--- config.mk ---
export PLATFORM = sky130hd
export DESIGN_NAME = instr_issuer
export DESIGN_NICKNAME = d
export VERILOG_FILES = /design/src/rtl/issuer_pkg.sv /design/src/rtl/instr_fifo.sv /design/src/rtl/instr_issuer.sv
export SDC_FILE = /design/constraint.sdc
export NUM_CORES = 1
export LEC_CHECK = 0
export ABC_AREA = 1
export CORE_MARGIN = 5
export CORE_UTILIZATION = 56
export DETAILED_ROUTE_END_ITERATION = 6
export PLACE_DENSITY = 0.79
export SLEW_MARGIN = 10
export SYNTH_ARGS = -nofsm -noshare
export SYNTH_HDL_FRONTEND = slang
export SYNTH_SLANG_ARGS = --single-unit
export TNS_END_PERCENT = 50
--- constraint.sdc ---
create_clock -name clk -period 3.23 [get_ports clk]
set_clock_uncertainty 0.15 [all_clocks]
set_input_delay 0.646 -clock clk [delete_from_list [all_inputs] [get_ports clk]]
set_output_delay 0.646 -clock clk [all_outputs]
set_load 0.02 [all_outputs]
--- src/rtl/issuer_pkg.sv ---
// Shared definitions for the instruction issuer: FSM encoding, word width
// and the packing order of the cpu status flags.
package issuer_pkg;

    localparam int unsigned WORD_W = 16;
    localparam int unsigned FLAG_W = 3;

    // Bit positions inside res_flags, packed as {Z,V,N}
    localparam int unsigned FLAG_Z_BIT = 2;
    localparam int unsigned FLAG_V_BIT = 1;
    localparam int unsigned FLAG_N_BIT = 0;

    typedef enum logic [2:0] {
        ST_IDLE    = 3'd0,
        ST_LAUNCH  = 3'd1,
        ST_ACK     = 3'd2,
        ST_BUSY    = 3'd3,
        ST_CAPTURE = 3'd4,
        ST_ERR     = 3'd5
    } issuer_state_e;

    // Single place that defines the {Z,V,N} ordering of captured flags
    function automatic logic [FLAG_W-1:0] pack_flags(input logic z, input logic v, input logic n);
        logic [FLAG_W-1:0] f;
        f             = 3'b000;
        f[FLAG_Z_BIT] = z;
        f[FLAG_V_BIT] = v;
        f[FLAG_N_BIT] = n;
        return f;
    endfunction

endpackage

--- src/rtl/instr_fifo.sv ---
// Instruction FIFO. DEPTH must be a power of two (>= 2) so the read/write
// pointers wrap for free. A push while full is accepted only if a pop
// happens in the same cycle, which keeps the count at DEPTH.
module instr_fifo
    import issuer_pkg::*;
#(
    parameter int DEPTH = 8
) (
    input  logic                       clk,
    input  logic                       rst,
    input  logic                       wr_en,
    input  logic [WORD_W-1:0]          wr_data,
    input  logic                       rd_en,
    output logic [WORD_W-1:0]          rd_data,
    output logic                       full,
    output logic                       empty,
    output logic [$clog2(DEPTH+1)-1:0] count
);

    localparam int AW = $clog2(DEPTH);
    localparam int CW = $clog2(DEPTH + 1);

    logic [WORD_W-1:0] mem_r [DEPTH];
    logic [AW-1:0]     wr_ptr_r;
    logic [AW-1:0]     rd_ptr_r;
    logic [CW-1:0]     count_r;
    logic              push_s;
    logic              pop_s;

    assign full    = (count_r == CW'(DEPTH));
    assign empty   = (count_r == {CW{1'b0}});
    assign count   = count_r;
    assign rd_data = mem_r[rd_ptr_r];
    assign pop_s   = rd_en && !empty;
    assign push_s  = wr_en && (!full || pop_s);

    // Storage array; no reset needed since count gates every read
    always_ff @(posedge clk) begin
        if (push_s) begin
            mem_r[wr_ptr_r] <= wr_data;
        end
    end

    // Pointer and occupancy bookkeeping
    always_ff @(posedge clk) begin
        if (rst) begin
            wr_ptr_r <= {AW{1'b0}};
            rd_ptr_r <= {AW{1'b0}};
            count_r  <= {CW{1'b0}};
        end else begin
            if (push_s) begin
                wr_ptr_r <= wr_ptr_r + AW'(1);
            end
            if (pop_s) begin
                rd_ptr_r <= rd_ptr_r + AW'(1);
            end
            case ({push_s, pop_s})
                2'b10:   count_r <= count_r + CW'(1);
                2'b01:   count_r <= count_r - CW'(1);
                default: count_r <= count_r;
            endcase
        end
    end

endmodule

--- src/rtl/instr_issuer.sv ---
// Instruction issuer: pops queued instruction words, hands them to the cpu
// with a load/start strobe, follows the cpu_waiting handshake and captures
// the result. A cpu that stops responding parks the block in ERR until reset.
module instr_issuer
    import issuer_pkg::*;
#(
    parameter int DEPTH   = 8,
    parameter int TIMEOUT = 16
) (
    input  logic        clk,
    input  logic        rst,
    input  logic        wr_en,
    input  logic [15:0] wr_data,
    output logic        full,
    input  logic        go,
    output logic [15:0] cpu_instr,
    output logic        cpu_load,
    output logic        cpu_start,
    input  logic        cpu_waiting,
    input  logic [15:0] cpu_out,
    input  logic        cpu_N,
    input  logic        cpu_V,
    input  logic        cpu_Z,
    output logic        res_valid,
    output logic [15:0] res_data,
    output logic [2:0]  res_flags,
    output logic        done,
    output logic        timeout
);

    localparam int CW = $clog2(DEPTH + 1);
    localparam int TW = $clog2(TIMEOUT + 1);

    issuer_state_e     state_r;
    issuer_state_e     state_next_s;
    logic [TW-1:0]     wait_cnt_r;
    logic              cnt_hit_s;
    logic              launch_s;
    logic              pop_s;
    logic              load_next_s;
    logic              cap_next_s;
    logic              err_next_s;
    logic [WORD_W-1:0] fifo_head_s;
    logic              fifo_empty_s;
    logic [CW-1:0]     fifo_count_s;

    logic [15:0]       cpu_instr_r;
    logic              cpu_load_r;
    logic              cpu_start_r;
    logic              res_valid_r;
    logic [15:0]       res_data_r;
    logic [2:0]        res_flags_r;
    logic              timeout_r;

    instr_fifo #(.DEPTH(DEPTH)) u_fifo (
        .clk     (clk),
        .rst     (rst),
        .wr_en   (wr_en),
        .wr_data (wr_data),
        .rd_en   (pop_s),
        .rd_data (fifo_head_s),
        .full    (full),
        .empty   (fifo_empty_s),
        .count   (fifo_count_s)
    );

    assign launch_s = go && !fifo_empty_s && cpu_waiting;
    // The edge that moves the counter from TIMEOUT-1 to TIMEOUT is the one
    // that leaves for ERR, so a stalled cpu gets exactly TIMEOUT cycles.
    assign cnt_hit_s = (wait_cnt_r == TW'(TIMEOUT - 1));

    assign cpu_instr = cpu_instr_r;
    assign cpu_load  = cpu_load_r;
    assign cpu_start = cpu_start_r;
    assign res_valid = res_valid_r;
    assign res_data  = res_data_r;
    assign res_flags = res_flags_r;
    assign timeout   = timeout_r;
    assign done      = (fifo_count_s == {CW{1'b0}}) && (state_r == ST_IDLE);

    // State register
    always_ff @(posedge clk) begin
        if (rst) begin
            state_r <= ST_IDLE;
        end else begin
            state_r <= state_next_s;
        end
    end

    // Next-state decode; go is only looked at in IDLE so a started
    // instruction always runs to completion
    always_comb begin
        state_next_s = state_r;
        case (state_r)
            ST_IDLE: begin
                if (launch_s) state_next_s = ST_LAUNCH;
                else          state_next_s = ST_IDLE;
            end
            ST_LAUNCH:  state_next_s = ST_ACK;
            ST_ACK: begin
                if (!cpu_waiting)   state_next_s = ST_BUSY;
                else if (cnt_hit_s) state_next_s = ST_ERR;
                else                state_next_s = ST_ACK;
            end
            ST_BUSY: begin
                if (cpu_waiting)    state_next_s = ST_CAPTURE;
                else if (cnt_hit_s) state_next_s = ST_ERR;
                else                state_next_s = ST_BUSY;
            end
            ST_CAPTURE: state_next_s = ST_IDLE;
            ST_ERR:     state_next_s = ST_ERR;
            default:    state_next_s = ST_IDLE;
        endcase
    end

    // Output decode, looking one state ahead so the strobes can be registered
    always_comb begin
        pop_s       = 1'b0;
        load_next_s = 1'b0;
        cap_next_s  = 1'b0;
        err_next_s  = 1'b0;
        case (state_next_s)
            ST_LAUNCH:  begin
                load_next_s = 1'b1;
                pop_s       = (state_r == ST_IDLE);
            end
            ST_CAPTURE: cap_next_s = 1'b1;
            ST_ERR:     err_next_s = 1'b1;
            default: begin
                pop_s       = 1'b0;
                load_next_s = 1'b0;
            end
        endcase
    end

    // Per-state wait counter: cleared on every state change, saturating
    always_ff @(posedge clk) begin
        if (rst) begin
            wait_cnt_r <= {TW{1'b0}};
        end else if (state_next_s != state_r) begin
            wait_cnt_r <= {TW{1'b0}};
        end else if (wait_cnt_r != TW'(TIMEOUT)) begin
            wait_cnt_r <= wait_cnt_r + TW'(1);
        end
    end

    // Registered cpu-facing and result outputs; the result is sampled on the
    // edge entering CAPTURE so res_valid is high during CAPTURE itself
    always_ff @(posedge clk) begin
        if (rst) begin
            cpu_instr_r <= 16'h0000;
            cpu_load_r  <= 1'b0;
            cpu_start_r <= 1'b0;
            res_valid_r <= 1'b0;
            res_data_r  <= 16'h0000;
            res_flags_r <= 3'b000;
            timeout_r   <= 1'b0;
        end else begin
            cpu_load_r  <= load_next_s;
            cpu_start_r <= load_next_s;
            res_valid_r <= cap_next_s;
            timeout_r   <= timeout_r | err_next_s;
            if (pop_s) begin
                cpu_instr_r <= fifo_head_s;
            end
            if (cap_next_s) begin
                res_data_r  <= cpu_out;
                res_flags_r <= pack_flags(cpu_Z, cpu_V, cpu_N);
            end
        end
    end

endmodule
==> out/qor.yml, run 1 <==
crit_type: "reg -> out"
antenna_cells: 0
critPathRequiredTime_ns: 2.43
yosysSeqAreaShare: 0.658
die-area_um2: 15900
synthArstFlopShare: 0
clockBufferDepth: 2
synth_area_per_cell_um2: 10.5
synth-seq-cells: 184
holdCritStartpoint: "res_data[14]$_SDFFE_PP0P_"
cts_buffers: 17
ys.flop_type: "edfxtp_1"
fin_area_um2: 9160
clockRootBuffer: "clkbuf_16"
vias_per_cell: 5.65
power.density_nw_per_um2: 593
synth_area_um2: 7540
core_area_um2: 13200
ys_top_cells_by_count: "180 x nand2_1, 128 x edfxtp_1, 124 x nand3_1"
nNetsFinal: 850
path_max_fanout: 4
r2r_cells: 10
synth_compound_gate_area_share: 0.0418
dp_hpwl_um: 10700
synth_mux_area_frac: 0
yosys_warnings: 0
startpoint: "u_fifo.count[2]$_SDFFE_PP0P_"
regToRegEndpoint: "res_data[1]$_SDFFE_PP0P_"
synthAdderAreaFrac: 0.0159
crit_path_end_kind: "output pin"
vias: 5589
cts.clk_slew.worst_paths_ns: 0.06
drcViolationCount: 0
grt_pass1_vias: 5695
row_count: 42
htree_num_levels: 4
status: "completed"
gp_congestion: 0.863
grt-ovfl-total: 0
netlist_instances: 718
hold_buffers: 0
total_leakage_power_uw: 0.00345
yosysTopAreaCell: "edfxtp_1"
cts_tree: "done"
boundaryPins: 81
insertion_delay_ns: 0.43
grtUsageTotal: 0.220
synthesis.nets: 767
startpoint_type: "flip-flop"
r2r_start: "wait_cnt_r[1]$_SDFFE_PP0P_"
cts_sinks: 184
setup_tns_ns: 0
drt_wl_total_um: 16800
crit_arrival_ns: 1.90
rsz0062_at_grt: "no"
synth_area_leaders: "edfxtp_1 51%, dfxtp_1 15%, nand2_1 9.0%"
netlist.area_leader.share: 0.510
synthXorXnorAreaFrac: 0.00464
synth-edff-count: 128
grt_pass1_wl_um: 27700
initial_core_util: 0.570
post-cts-setup-buffers: 0
max_freq_ghz: 0.371
ir_drop_v: 0.000429
die_w_um: 126
period_share: 0.833
io_buffers: 80
final_util: 0.692
tightest_slew_ns: 1.19
dr.first_iter.drc_count: 487
synthSimpleGateAreaFrac: 0.224
drive_gt1_frac: 0.0946
firstDrtPassIters: 5
synth_top_family_by_area: "simple AND/OR/NAND/NOR gates"
place_area_um2: 8550
antenna_found_initial: 0
ant_nets: 0
fin_crit_ns: 2.69
hold_viol: 0
grt_start_max_net_pins: 41
holdPathStages: 2
cts_resized: 0
setup_viol_count_final: 0
holdPathEnd: "res_data[14]$_SDFFE_PP0P_"
die_y_um: 126
maxCapViolCount: 0
synth_cell_types: 31
wl_per_cell_um: 17.0
syn_to_final_growth_pct: 21.4
reg2reg_slack_ns: 0.85
relSlewSlack: 0.205
slew_viol_final: 0
hp-class: "reg -> reg"
post-synth-top-count-cell: "nand2_1"
-- state kept, by name (all words and copies together), names as in the netlist --
name,cells
state_r,3
res_valid,1
u_fifo.count,4
cpu_instr,16
wait_cnt_r,5
u_fifo.mem_r,128
timeout,1
u_fifo.wr_ptr_r,3
res_data,16
res_flags,3
u_fifo.rd_ptr_r,3
cpu_start,1
-- logic make-up (layout without fill, tap and decap cells) --
logic type | Yosys count | in the layout
fa+ha+maj | 9 | 9
xor+xnor | 4 | 4
compound gates | 54 | 54
buf+inv | 91 | 187
flops | 184 | 184
simple gates | 376 | 376
-- how the worst max path moves through the flow --
stage                                   endpoint  slack, ns
floorplan           u_fifo.mem_r[5][0]$_DFFE_PP_       0.38
global placement    u_fifo.count[3]$_SDFFE_PP0P_       0.36
detailed placement  u_fifo.count[3]$_SDFFE_PP0P_       0.23
CTS                                         done       0.54
global route                                done       0.44
finish                                      done       0.54
-- cell type report --
| cell class | instances | area (µm²) |
|---|---|---|
| inverter | 48 | 180 |
| multi-input combinational | 443 | 2180 |
| clock inverter | 10 | 113 |
| sequential | 184 | 4970 |
| clock buffer | 22 | 497 |
| timing repair buffer | 107 | 1000 |
| fill | 939 | 4080 |
| tap | 176 | 220 |
-- per-layer routing --
layer,share of wire,up-vias,global-route usage,wire (µm)
met1,0.40,2663,0.267,6700
met2,0.50,240,0.373,8480
li1,-,2640,-,-
met5,0,-,0,0
met4,0.027,0,0.102,448
met3,0.072,46,0.0517,1220
-- stage by stage --
stage          setup WS, ns  hold WS, ns  cells  power, µW
2_1_floorplan         0.376        0.312    718       3130
3_3_place_gp          0.356        0.291    958       3350
3_5_place_dp          0.232        0.299    958       3380
4_1_cts               0.536        0.314    990       5470
5_1_grt               0.444        0.324    990       5660
6_report              0.538        0.313    990       5440
-- where the power goes --
group          internal, µW  switching [µW]
clock network          1250             845
registers              2610            55.7
logic                   251             417
total                  4120            1320
-- critical path: stages, from the launching register on --
cell and delay, ns:
dfxtp_1 0.34, nor2_1 0.14, nand2_1 0.13, nor3_1 0.18, clkdlybuf4s50_1 0.67
-- cells in the final DEF, fill, tap and decap left out, types with 2 or more instances in the layout --
cell type,n
buf_4,27
clkbuf_1,2
inv_4,2
inv_1,42
nor2_4,2
xor2_1,3
ha_1,8
nand3_2,2
clkinv_2,3
clkinv_1,2
nand3b_1,2
nor3_2,4
dfxtp_1,55
nand4_1,20
edfxtp_1,128
nand2_1,180
clkdlybuf4s50_1,80
bufinv_16,2
clkbuf_16,19
a21oi_1,27
nor2_1,34
inv_2,4
nand3_1,124
o21ai_0,9
o211ai_1,16
nand2_2,4
Power figures use the tool's default switching activity.
==> run 2, diff against run 1 <==
- CORE_UTILIZATION: 56 -> 51
- PLACE_DENSITY: 0.79 -> 0.76
- clock period: 3.23 -> 2.45 ns (I/O delays scaled with it)
==> run 2 against run 1 <==
Setup slack worse by 0.33 ns; worst hold slack worse by 0.014 ns; via count is 1.5% lower; routed wire length is 1.1% lower; largest cell class unchanged; largest power group unchanged.
==> out/qor.yml, run 2 (synthesis gave the netlist of run 1 again) <==
status: "completed"
drive_gt1_frac: 0.103
relSlewSlack: 0.550
dr.first_iter.drc_count: 558
ant_nets: 0
startpoint_type: "flip-flop"
vias: 5504
firstDrtPassIters: 5
grt_pass1_vias: 5355
slowest_stage: "dlygate4sd2_1"
maxCapViolCount: 0
die-area_um2: 17300
period_share: 0.916
layout_common_cells: "180 x nand2_1, 128 x edfxtp_1, 124 x nand3_1"
core_area_um2: 14500
dp_hpwl_um: 11000
htree_num_levels: 4
drt_wl_total_um: 16700
fin_area_um2: 9260
cts.clk_slew.worst_paths_ns: 0.06
grt_pass1_wl_um: 27100
clockRootBuffer: "clkbuf_16"
crit_path_end_kind: "output pin"
final_common_cell: "nand2_1"
path_max_fanout: 4
place_area_um2: 8650
antenna_found_initial: 0
critPathRequiredTime_ns: 1.81
hp-class: "reg -> reg"
worst_path_largest_cell_delay_ns: 0.36
row_count: 44
fin_crit_ns: 2.25
holdPathStages: 2
tightest_slew_ns: 0.671
wl_per_cell_um: 16.5
crit_type: "reg -> out"
hold_viol: 0
total_leakage_power_uw: 0.00350
setup_viol_count_final: 0
grtUsageTotal: 0.193
nNetsFinal: 859
die_y_um: 132
io_buffers: 80
syn_to_final_growth_pct: 22.7
boundaryPins: 81
power.density_nw_per_um2: 776
grt-ovfl-total: 0
ir_drop_v: 0.000514
cts_tree: "done"
clockBufferDepth: 2
r2r_cells: 12
largest_reg_flops: 128
drcViolationCount: 0
antenna_cells: 0
insertion_delay_ns: 0.43
initial_core_util: 0.519
max_freq_ghz: 0.445
worstPathCellList: "inv_1, nand2_1, nor2_1, nand2_1, inv_1, dlygate4sd2_1"
slew_viol_final: 0
rsz0062_at_grt: "no"
grt_start_max_net_pins: 41
hold_buffers: 0
gp_congestion: 0.869
cts_buffers: 17
cts_sinks: 184
whs_ns: 0.299
die_w_um: 132
cts_resized: 2
post-cts-setup-buffers: 0
crit_arrival_ns: 1.61
top_register: "u_fifo.mem_r"
vias_per_cell: 5.47
run 2: changes by cell type in the layout (fill, tap and decap cells not counted):
cell	before	now
clkbuf_16	19	17
inv_6	1	2
clkinvlp_4	1	3
clkdlybuf4s50_1	80	78
buf_12	0	2
clkbuf_8	1	2
inv_4	2	0
dlygate4sd2_1	0	2
bufinv_16	2	3
buf_4	27	34
clkbuf_1	2	3
clkinv_2	3	1
run 2: path summary, 6_finish.rpt:
| path | startpoint | end | slack [ns] |
|---|---|---|---|
| worst max register to register | u_fifo.count[2]$_SDFFE_PP0P_ | u_fifo.count[3]$_SDFFE_PP0P_ | 0.35 |
| worst max-delay path | u_fifo.count[0]$_SDFFE_PP0P_ | full | 0.20 |
| worst min-delay path | timeout$_SDFF_PP0_ | timeout$_SDFF_PP0_ | 0.30 |
| worst min register to register | timeout$_SDFF_PP0_ | timeout$_SDFF_PP0_ | 0.30 |
run 2: cell type report:
class,count,area [µm²]
multi-input cells,443,2180
repair buffers,116,1090
well taps,184,230
inverters,48,180
fillers,1077,5280
flip-flops and latches,184,4970
clock inverters,10,144
clock buffers,22,464
run 2: routing by layer:
layer / GRT usage / vias to the layer above / wire [µm]
li1: - / 2666 / -
met1: 0.244 / 2560 / 6860
met2: 0.319 / 239 / 8060
met3: 0.0443 / 39 / 1290
met4: 0.0846 / 0 / 444
met5: 0 / - / 0
run 2: stage by stage:
stage	util	setup slack (ns)	total power (µW)	cells	setup TNS, ns
after floorplan	-	-0.248	4130	718	-15.84
after global placement	0.595	-0.0583	4440	975	-0.0620
final	0.637	0.205	7190	1007	0
after global routing	0.637	0.126	7470	1007	0
after detailed placement	0.595	-0.128	4480	975	-2.18
after CTS	0.637	0.195	7230	1007	0
run 2: worst max-delay path: cells and delay by family (launching register included):
family,cells,cell delay [ns]
flops,1,0.35
buf+inv,3,0.59
simple gates,3,0.23
run 2: report_power, final:
group	internal (µW)	switching, µW	total [µW]
clock	1670	1110	2770
combinational	345	560	904
sequential	3450	63.7	3510
